[config.mk]
export PLATFORM = sky130hd
export DESIGN_NAME = cordic_engine
export DESIGN_NICKNAME = d
export VERILOG_FILES = /design/src/rtl/cordic_engine.sv
export SDC_FILE = /design/constraint.sdc
export NUM_CORES = 1
export LEC_CHECK = 0
export BUFFER_PORTS_ARGS = -buffer_cell sky130_fd_sc_hd__buf_2
export CORE_MARGIN = 2
export CORE_UTILIZATION = 55
export DETAILED_ROUTE_END_ITERATION = 12
export PLACE_DENSITY_LB_ADDON = 0.25
export SYNTH_ARGS = -nofsm -noshare
export SYNTH_HDL_FRONTEND = slang
export SYNTH_SLANG_ARGS = --single-unit
[constraint.sdc]
create_clock -name clk -period 16.1 [get_ports clk]
set_clock_uncertainty 0.05 [all_clocks]
set_input_delay 1.61 -clock clk [delete_from_list [all_inputs] [get_ports clk]]
set_output_delay 1.61 -clock clk [all_outputs]
set_load 0.01 [all_outputs]
[src/rtl/cordic_engine.sv]
// Iterative CORDIC engine: rotation (cos/sin) and vectoring (magnitude/atan2) with quadrant correction.
// Define CORDIC_GAIN_COMP_EN to add a COMP state that scales the vectoring magnitude by 1/K.
module cordic_engine #(
    parameter int WIDTH = 16,
    parameter int ITER  = 14,
    parameter int GUARD = 2
) (
    input  logic             clk,
    input  logic             rst_n,
    input  logic             in_valid,
    output logic             in_ready,
    input  logic             in_mode,
    input  logic [WIDTH-1:0] in_x,
    input  logic [WIDTH-1:0] in_y,
    input  logic [WIDTH-1:0] in_z,
    output logic             out_valid,
    input  logic             out_ready,
    output logic [WIDTH-1:0] out_x,
    output logic [WIDTH-1:0] out_y,
    output logic [WIDTH-1:0] out_z,
    output logic             out_mode
);
    // One extra integer bit above the port format absorbs the K ~ 1.647 growth and +-pi overshoot.
    localparam int  IW   = WIDTH + GUARD + 1;
    localparam int  CW   = $clog2(ITER);
    localparam int  FXY  = WIDTH - 2 + GUARD;
    localparam int  FZ   = WIDTH - 3 + GUARD;
    localparam real PI_R = 3.14159265358979323846;
    localparam real INVK = 0.6072529350088813;

    localparam logic signed [IW-1:0] PI_Q      = IW'($rtoi(PI_R * (2.0 ** FZ) + 0.5));
    localparam logic signed [IW-1:0] HALF_PI_Q = IW'($rtoi(PI_R / 2.0 * (2.0 ** FZ) + 0.5));
    localparam logic signed [IW-1:0] INV_K_Q   = IW'($rtoi(INVK * (2.0 ** FXY) + 0.5));
    localparam logic signed [IW-1:0] MAG_MAX   = IW'((1 << (WIDTH - 1)) - 1);

    typedef enum logic [1:0] {
        S_IDLE,
        S_ITER,
        S_DONE
`ifdef CORDIC_GAIN_COMP_EN
        , S_COMP
`endif
    } state_t;

    state_t               state, state_nxt;
    logic [CW-1:0]        cnt;
    logic signed [IW-1:0] x, y, z;
    logic                 mode, neg, zero;
    logic signed [IW-1:0] ld_x, ld_y, ld_z, zi;
    logic                 ld_neg, ld_zero;
    logic signed [IW-1:0] xs, ys, at, x_n, y_n, z_n;
    logic                 d_pos, last, to_comp;
    logic [WIDTH-1:0]     res_x, res_y, res_z;

    // atan(2^-i) table carries the guard bits so the angle path keeps the same precision as x/y.
    logic signed [IW-1:0] atan_tab [ITER];
    for (genvar i = 0; i < ITER; i++) begin : g_atan
        assign atan_tab[i] = IW'($rtoi($atan(2.0 ** (-i)) * (2.0 ** FZ) + 0.5));
    end

    function automatic logic signed [IW-1:0] widen(input logic [WIDTH-1:0] v);
        return {v[WIDTH-1], v, {GUARD{1'b0}}};
    endfunction

    function automatic logic [WIDTH-1:0] trunc(input logic signed [IW-1:0] v);
        return WIDTH'(v >>> GUARD);
    endfunction

    function automatic logic [WIDTH-1:0] sat_mag(input logic signed [IW-1:0] v);
        logic signed [IW-1:0] t;
        t = v >>> GUARD;
        return (t > MAG_MAX) ? MAG_MAX[WIDTH-1:0] : WIDTH'(t);
    endfunction

    assign in_ready = (state == S_IDLE);
    assign out_valid = (state == S_DONE);
    assign last = (cnt == CW'(ITER - 1));
`ifdef CORDIC_GAIN_COMP_EN
    assign to_comp = mode;
`else
    assign to_comp = 1'b0;
`endif

    always_comb begin
        state_nxt = state;
        case (state)
            S_IDLE: if (in_valid) state_nxt = S_ITER;
            S_ITER: if (last) state_nxt = to_comp ? state_t'(S_DONE + 2'd1) : S_DONE;
`ifdef CORDIC_GAIN_COMP_EN
            S_COMP: state_nxt = S_DONE;
`endif
            S_DONE: if (out_ready) state_nxt = S_IDLE;
            default: state_nxt = S_IDLE;
        endcase
    end

    // Rotation angles beyond +-pi/2 are folded by pi and the result negated afterwards.
    always_comb begin
        zi      = widen(in_z);
        ld_x    = INV_K_Q;
        ld_y    = '0;
        ld_z    = zi;
        ld_neg  = 1'b0;
        ld_zero = (in_x == '0) && (in_y == '0);
        if (in_mode) begin
            if (in_x[WIDTH-1]) begin
                ld_x = -widen(in_x);
                ld_y = -widen(in_y);
                ld_z = in_y[WIDTH-1] ? -PI_Q : PI_Q;
            end else begin
                ld_x = widen(in_x);
                ld_y = widen(in_y);
                ld_z = '0;
            end
        end else if (zi > HALF_PI_Q) begin
            ld_z   = zi - PI_Q;
            ld_neg = 1'b1;
        end else if (zi < -HALF_PI_Q) begin
            ld_z   = zi + PI_Q;
            ld_neg = 1'b1;
        end
    end

    always_comb begin
        d_pos = mode ? y[IW-1] : ~z[IW-1];
        xs    = x >>> cnt;
        ys    = y >>> cnt;
        at    = atan_tab[cnt];
        x_n   = d_pos ? x - ys : x + ys;
        y_n   = d_pos ? y + xs : y - xs;
        z_n   = d_pos ? z - at : z + at;
        res_x = mode ? sat_mag(x_n) : trunc(neg ? -x_n : x_n);
        res_y = trunc(neg ? -y_n : y_n);
        res_z = zero ? '0 : trunc(z_n);
    end

`ifdef CORDIC_GAIN_COMP_EN
    localparam int WP1 = WIDTH + 1;
    localparam int PW  = IW + WIDTH + 1;
    localparam logic signed [PW-1:0] INV_K_OUT = PW'($rtoi(INVK * (2.0 ** (WIDTH - 2)) + 0.5));
    localparam logic signed [PW-1:0] RND       = PW'(2 ** (FXY - 1));
    logic signed [PW-1:0] prod, prod_r;
    logic [WIDTH-1:0]     comp_x;
    always_comb begin
        prod   = PW'(x) * INV_K_OUT;
        prod_r = (prod + RND) >>> FXY;
        comp_x = (prod_r > PW'(MAG_MAX)) ? MAG_MAX[WIDTH-1:0] : WIDTH'(prod_r);
    end
`endif

    always_ff @(posedge clk or negedge rst_n) begin
        if (!rst_n) begin
            state    <= S_IDLE;
            cnt      <= '0;
            x        <= '0;
            y        <= '0;
            z        <= '0;
            mode     <= 1'b0;
            neg      <= 1'b0;
            zero     <= 1'b0;
            out_x    <= '0;
            out_y    <= '0;
            out_z    <= '0;
            out_mode <= 1'b0;
        end else begin
            state <= state_nxt;
            case (state)
                S_IDLE: if (in_valid) begin
                    x    <= ld_x;
                    y    <= ld_y;
                    z    <= ld_z;
                    mode <= in_mode;
                    neg  <= ld_neg & ~in_mode;
                    zero <= ld_zero & in_mode;
                    cnt  <= '0;
                end
                S_ITER: begin
                    x   <= x_n;
                    y   <= y_n;
                    z   <= z_n;
                    cnt <= cnt + CW'(1);
                    if (last && !to_comp) begin
                        out_x    <= res_x;
                        out_y    <= res_y;
                        out_z    <= res_z;
                        out_mode <= mode;
                    end
                end
`ifdef CORDIC_GAIN_COMP_EN
                S_COMP: begin
                    out_x    <= comp_x;
                    out_y    <= trunc(y);
                    out_z    <= zero ? '0 : trunc(z);
                    out_mode <= mode;
                end
`endif
                default: ;
            endcase
        end
    end
endmodule

==> qor.csv, run 1 <==
metric;value;unit
avgViaCountPerCell;6.416;
synth_area;0.01229;mm²
timing.final.crit_period;6726;ps
ys_types;90;
first_global_vias;11010;
detail_route.wl_per_cell;19.86;µm
syn2layout_area_growth;9.539;%
ys_ff_latch;115;
slew_viol_final;0;
ctsHtreeMaxLevel;4;
dp_hpwl;26690;µm
placed_cells;1826;
start_util;0.5614;
hp-class;reg2reg;
period_share;0.4178;
cts_tree;yes;
clk_pin_slew;60;ps
grt_pass1_wl;59020;µm
placed_cell_area;0.01288;mm²
path_max_fanout;38;
critPathKind;reg2reg;
grt.total_usage;0.3103;
synth_cells;1520;
cts_buffers;17;
layout_common_cells;nand2_1, o21ai_0, nor2_1, dfrtp_1, buf_2;
tns;0;ps
fmax;148.7;MHz
final_cells;1857;
cts_buffer_depth;2;
layout_commonest_cell;nand2_1;
max_stage_delay;810;ps
final_hold_viol_count;0;
worst-path-buf-inv;3;
core;0.02189;mm²
clk-insertion-delay-late;430;ps
dr_total_vias;11920;
drv_cap;0;
cp.required;16410;ps
async_reset_ff_frac;1.000;
final_antenna_net_count;0;
outcome;completed;
postLayoutCellArea;0.01346;mm²
cts_resized;0;
drt-pass1-iter-count;5;
critical-path-top-delay-family;compound AO/OA/AOI/OAI gates;
startpoint_type;flip-flop;
antenna_found_initial;1;
clock-sinks;115;
end_kind;flip-flop;
drtIter0Drc;1118;
max_slew_margin;0.2321;
ys_warn_count;0;
postRouteWirelength;36880;µm
hold_ws;422.3;ps
post_cts_buffers;0;
layout.nets;1693;
synth_ff_type;dfrtp_1;
avgSynthCellArea;8.086;µm²
drc;0;
die_w;153.5;µm
worstMarginPinSlew;1148;ps
grt_overflow_total;0;
cp.depth;21;
grt_max_degree;67;
die_h;153.5;µm
whs_path_depth;2;
rows;54;
root_buffer;clkbuf_16;
rr_worst_depth;21;
crit_slowest_cell;nor4_1;
seq_area_frac_synth;0.2341;
ctsHoldBuffers;0;
crit_chain;buf_4 > inv_2 > mux2_2 > o21ai_0 > nor2_1 > a31oi_1 > inv_1 > ha_1 > nor2_1 > xnor2_1 > ha_1 > nor2b_1 > o31ai_1 > nor3b_1 > a311oi_1 > nand4_1 > nor4_1 > nand2b_1 > o21ai_0 > a31oi_1 > a21o_1;
num_io_pins;104;
rsz0062_at_grt;false;
io_buffers;103;
syn-num-nets;1648;
synth_edf_count;0;
drive_gt1_frac;0.1428;
finalWeightedCongestion;0.9291;
arrival;7040;ps
setup_viol;0;
die_area;0.02356;mm²
Yosys cell counts (23+ instances only):
| master | number | area share |
|---|---|---|
| a21o_1 | 29 | 0.018 |
| a21oi_1 | 83 | 0.034 |
| inv_1 | 40 | 0.012 |
| nand3_1 | 27 | 0.011 |
| nor2b_1 | 29 | 0.015 |
| a31oi_1 | 30 | 0.015 |
| mux4_2 | 23 | 0.042 |
| dfrtp_1 | 115 | 0.23 |
| o31ai_1 | 27 | 0.016 |
| clkbuf_1 | 69 | 0.021 |
| ha_1 | 72 | 0.073 |
| xor2_1 | 59 | 0.042 |
| nand2_1 | 183 | 0.056 |
| xnor2_1 | 77 | 0.055 |
| o21ai_0 | 141 | 0.057 |
| mux2i_1 | 35 | 0.029 |
| nor2_1 | 112 | 0.034 |
through the flow:
step	utilization	worst slack, ps
6_report	0.6150	9374
5_1_grt	0.6149	8923
2_1_floorplan	-	10290
3_3_place_gp	0.5885	9757
4_1_cts	0.6149	9497
3_5_place_dp	0.5885	9516
flip-flops by register name, summed over array words and instances (netlist names):
name and cells:
out_y 16, out_mode 1, zero 1, neg 1, cnt 4, mode 1, out_z 16, z 19
x 19, state 2, out_x 16, y 19
routing by layer:
layer | share of wire | track usage
met1 | 0.44 | 0.4307
met2 | 0.45 | 0.4849
met3 | 0.090 | 0.07230
met4 | 0.024 | 0.08956
met5 | 0 | 0
final cells by class:
type                       count  area (µm²)
multi-input combinational   1268        8855
clock buffer                  21       470.5
fill                        1944        8428
antenna                        1       2.502
sequential                   115        2883
timing repair buffer         117       623.1
inverter                      46       172.7
clock inverter                 9       106.4
tap                          280       350.3
path summary, 6_finish.rpt:
kind,slack [ps],end,from
min in group asynchronous,1210,out_y[9],rst_n
worst max register to register,9370,out_x[11],cnt[1]
worst min-delay path,420,out_mode,out_mode
worst min register to register,420,out_mode,out_mode
worst max-delay path,9370,out_x[11],cnt[1]
max in group asynchronous,13480,cnt[1],rst_n
cells by family (layout without fill, tap and decap cells):
logic type,Yosys count,count (layout),synth area share
AO/OA/AOI/OAI,508,508,0.2715
XOR/XNOR,137,137,0.09885
adder cells (fa/ha/maj),75,75,0.07818
buffers and inverters,137,193,0.04673
flip-flops,115,115,0.2341
multiplexers,72,72,0.08399
other,0,1,0
AND/OR/NAND/NOR,476,476,0.1866
tightest hold or removal path, cell delays in order, from the launching register on:
cell and delay, ps:
dfrtp_1 330, nand2_1 50, o21ai_0 60
Power of run 1 is not shown: default switching activity piles up to over one toggle a cycle in this logic, so the estimate is an artifact.
==> inputs of run 2 (changes only) <==
--- a/config.mk
+++ b/config.mk
@@ -5,6 +5,7 @@
 export SDC_FILE = /design/constraint.sdc
 export NUM_CORES = 1
 export LEC_CHECK = 0
+export ABC_AREA = 1
 export BUFFER_PORTS_ARGS = -buffer_cell sky130_fd_sc_hd__buf_2
 export CORE_MARGIN = 2
 export CORE_UTILIZATION = 55
==> constraint.sdc (replaced) <==
create_clock -name clk -period 6 [get_ports clk]
set_clock_uncertainty 0.05 [all_clocks]
set_input_delay 0.6 -clock clk [delete_from_list [all_inputs] [get_ports clk]]
set_output_delay 0.6 -clock clk [all_outputs]
set_load 0.01 [all_outputs]
==> run 2 against run 1 <==
Effect of this change: sequential cell count unchanged; wire length rose by 29%; critical path type unchanged; non-clock buffer count up 1; first-iteration DRC count up 67%; highest routed layer unchanged; fmax is 28% higher; register-to-register slack lost 8600 ps.
==> qor.csv, run 2 <==
metric;value;unit
synthDominantCellAreaShare;0.2185;
avgSynthCellArea;6.032;µm²
dp_hpwl;36640;µm
reg_top3;x: 19 flops, y: 19 flops, z: 19 flops;
worstMarginPinSlew;1048;ps
avgViaCountPerCell;5.909;
synth.area.top_cells;dfrtp_1, nand2_1, nand3_1;
crit_slowest_cell;buf_4;
clk_pin_slew;70;ps
drtIter0Drc;1862;
clock-sinks;115;
antenna_found_initial;0;
num_io_pins;104;
startpoint_type;flip-flop;
layout.nets;2378;
core;0.02347;mm²
yosysMostFrequentCell;nand2_1;
worst-path-buf-inv;4;
drc;0;
rr_worst_depth;30;
final_antenna_net_count;0;
synth_edf_count;0;
postRouteWirelength;47760;µm
yosysTopAreaCell;dfrtp_1;
fin_util;0.6164;
die_h;158.7;µm
die_area;0.02520;mm²
timing.final.crit_period;5251;ps
rows;56;
ys_types;57;
drv_cap;0;
clk-insertion-delay-late;430;ps
cts_tree;yes;
hp-class;in2async;
drt-pass1-iter-count;6;
setup_viol;0;
layout_commonest_cell;nand2_1;
yosys-top-cells-count;nand2_1, inv_1, nand3_1, nor2_1, o21ai_0;
cts_resized;0;
grt_max_degree;73;
root_buffer;clkbuf_16;
critical-path-top-delay-family;simple AND/OR/NAND/NOR gates;
cts_buffer_depth;2;
layout_common_cells;nand2_1, inv_1, nand3_1;
synth_cells;2183;
finalWeightedCongestion;1.003;
rsz0062_at_grt;false;
grt_overflow_total;0;
fmax;190.4;MHz
outcome;completed;
regArea;0.002878;mm²
period_share;0.8751;
syn2layout_area_growth;9.862;%
arrival;5530;ps
path_max_fanout;56;
ctsHoldBuffers;0;
async_reset_ff_frac;1.000;
max_stage_delay;490;ps
post_cts_buffers;0;
seq_area_frac_synth;0.2185;
slew_viol_final;0;
multi_input_area;0.009016;mm²
crit_top_cell;nand2_1;
cts_buffers;17;
start_util;0.5610;
syn-num-nets;2311;
ctsHtreeMaxLevel;4;
grt_pass1_wl;74860;µm
ys_warn_count;0;
diodes;0;
max_slew_margin;0.3010;
cp.depth;30;
first_global_vias;13750;
dr_total_vias;15260;
detail_route.wl_per_cell;18.50;µm
synth_area;0.01317;mm²
cp.required;6280;ps
critPathKind;reg2reg;
end_kind;flip-flop;
drive_gt1_frac;0.08529;
grt.total_usage;0.3710;
io_buffers;103;
synth_ff_type;dfrtp_1;
tns;0;ps
final_hold_viol_count;0;
die_w;158.7;µm
nFillCells;2342;
ys_ff_latch;115;
## run 2: path summary, 6_finish.rpt
path	from	endpoint	slack (ps)
worst max-delay path	cnt[0]	out_y[13]	750
worst min-delay path	rst_n	out_z[13]	260
worst max register to register	cnt[0]	out_y[13]	750
worst min register to register	out_x[13]	out_x[13]	430
max in group asynchronous	rst_n	y[10]	4390
min in group clk	out_ready	state[1]	290
## run 2: area by class of cell
type | count | share of cell area
Timing Repair Buffer | 118 | 0.04359
Multi-Input combinational cell | 1749 | 0.6232
Clock inverter | 14 | 0.01159
Inverter | 249 | 0.06478
Sequential cell | 115 | 0.1989
Tap cell | 319 | 0.02759
Clock buffer | 18 | 0.03036
## run 2: layer usage
| metal | up-vias | GRT usage | part of all wire |
|---|---|---|---|
| li1 | 7276 | - | - |
| met1 | 7036 | 0.5204 | 0.43 |
| met2 | 818 | 0.5675 | 0.43 |
| met3 | 128 | 0.06191 | 0.095 |
| met4 | 0 | 0.1493 | 0.043 |
| met5 | - | 0 | 0 |
## run 2: through the flow
step	std cells	hold slack, ps	instance area, µm²	worst slack [ps]
final	2582	256.2	14470	749.2
after global routing	2582	300.9	14470	301.5
after CTS	2582	293.3	14470	900.8
after detailed placement	2550	414.6	13860	924.7
after global placement	2550	410.2	13860	885.3
after floorplan	2183	254.4	13170	1822
## run 2: worst register-to-register path: cells and delay by family, from the launching register on
family | cells | cell delay (ps)
xor+xnor | 3 | 760
buf+inv | 4 | 700
fa+ha+maj | 2 | 530
flops | 1 | 390
simple gates | 17 | 1880
compound gates | 4 | 880
## run 2: cells by family (layout without fill, tap and decap cells)
group / Yosys count / in the layout / share of synthesized area
simple gates: 1236 / 1236 / 0.3954
compound gates: 338 / 338 / 0.1490
buf+inv: 319 / 399 / 0.09758
flops: 115 / 115 / 0.2185
xor+xnor: 100 / 100 / 0.06651
fa+ha+maj: 75 / 75 / 0.07297
Power of run 2 is left out for the same reason.
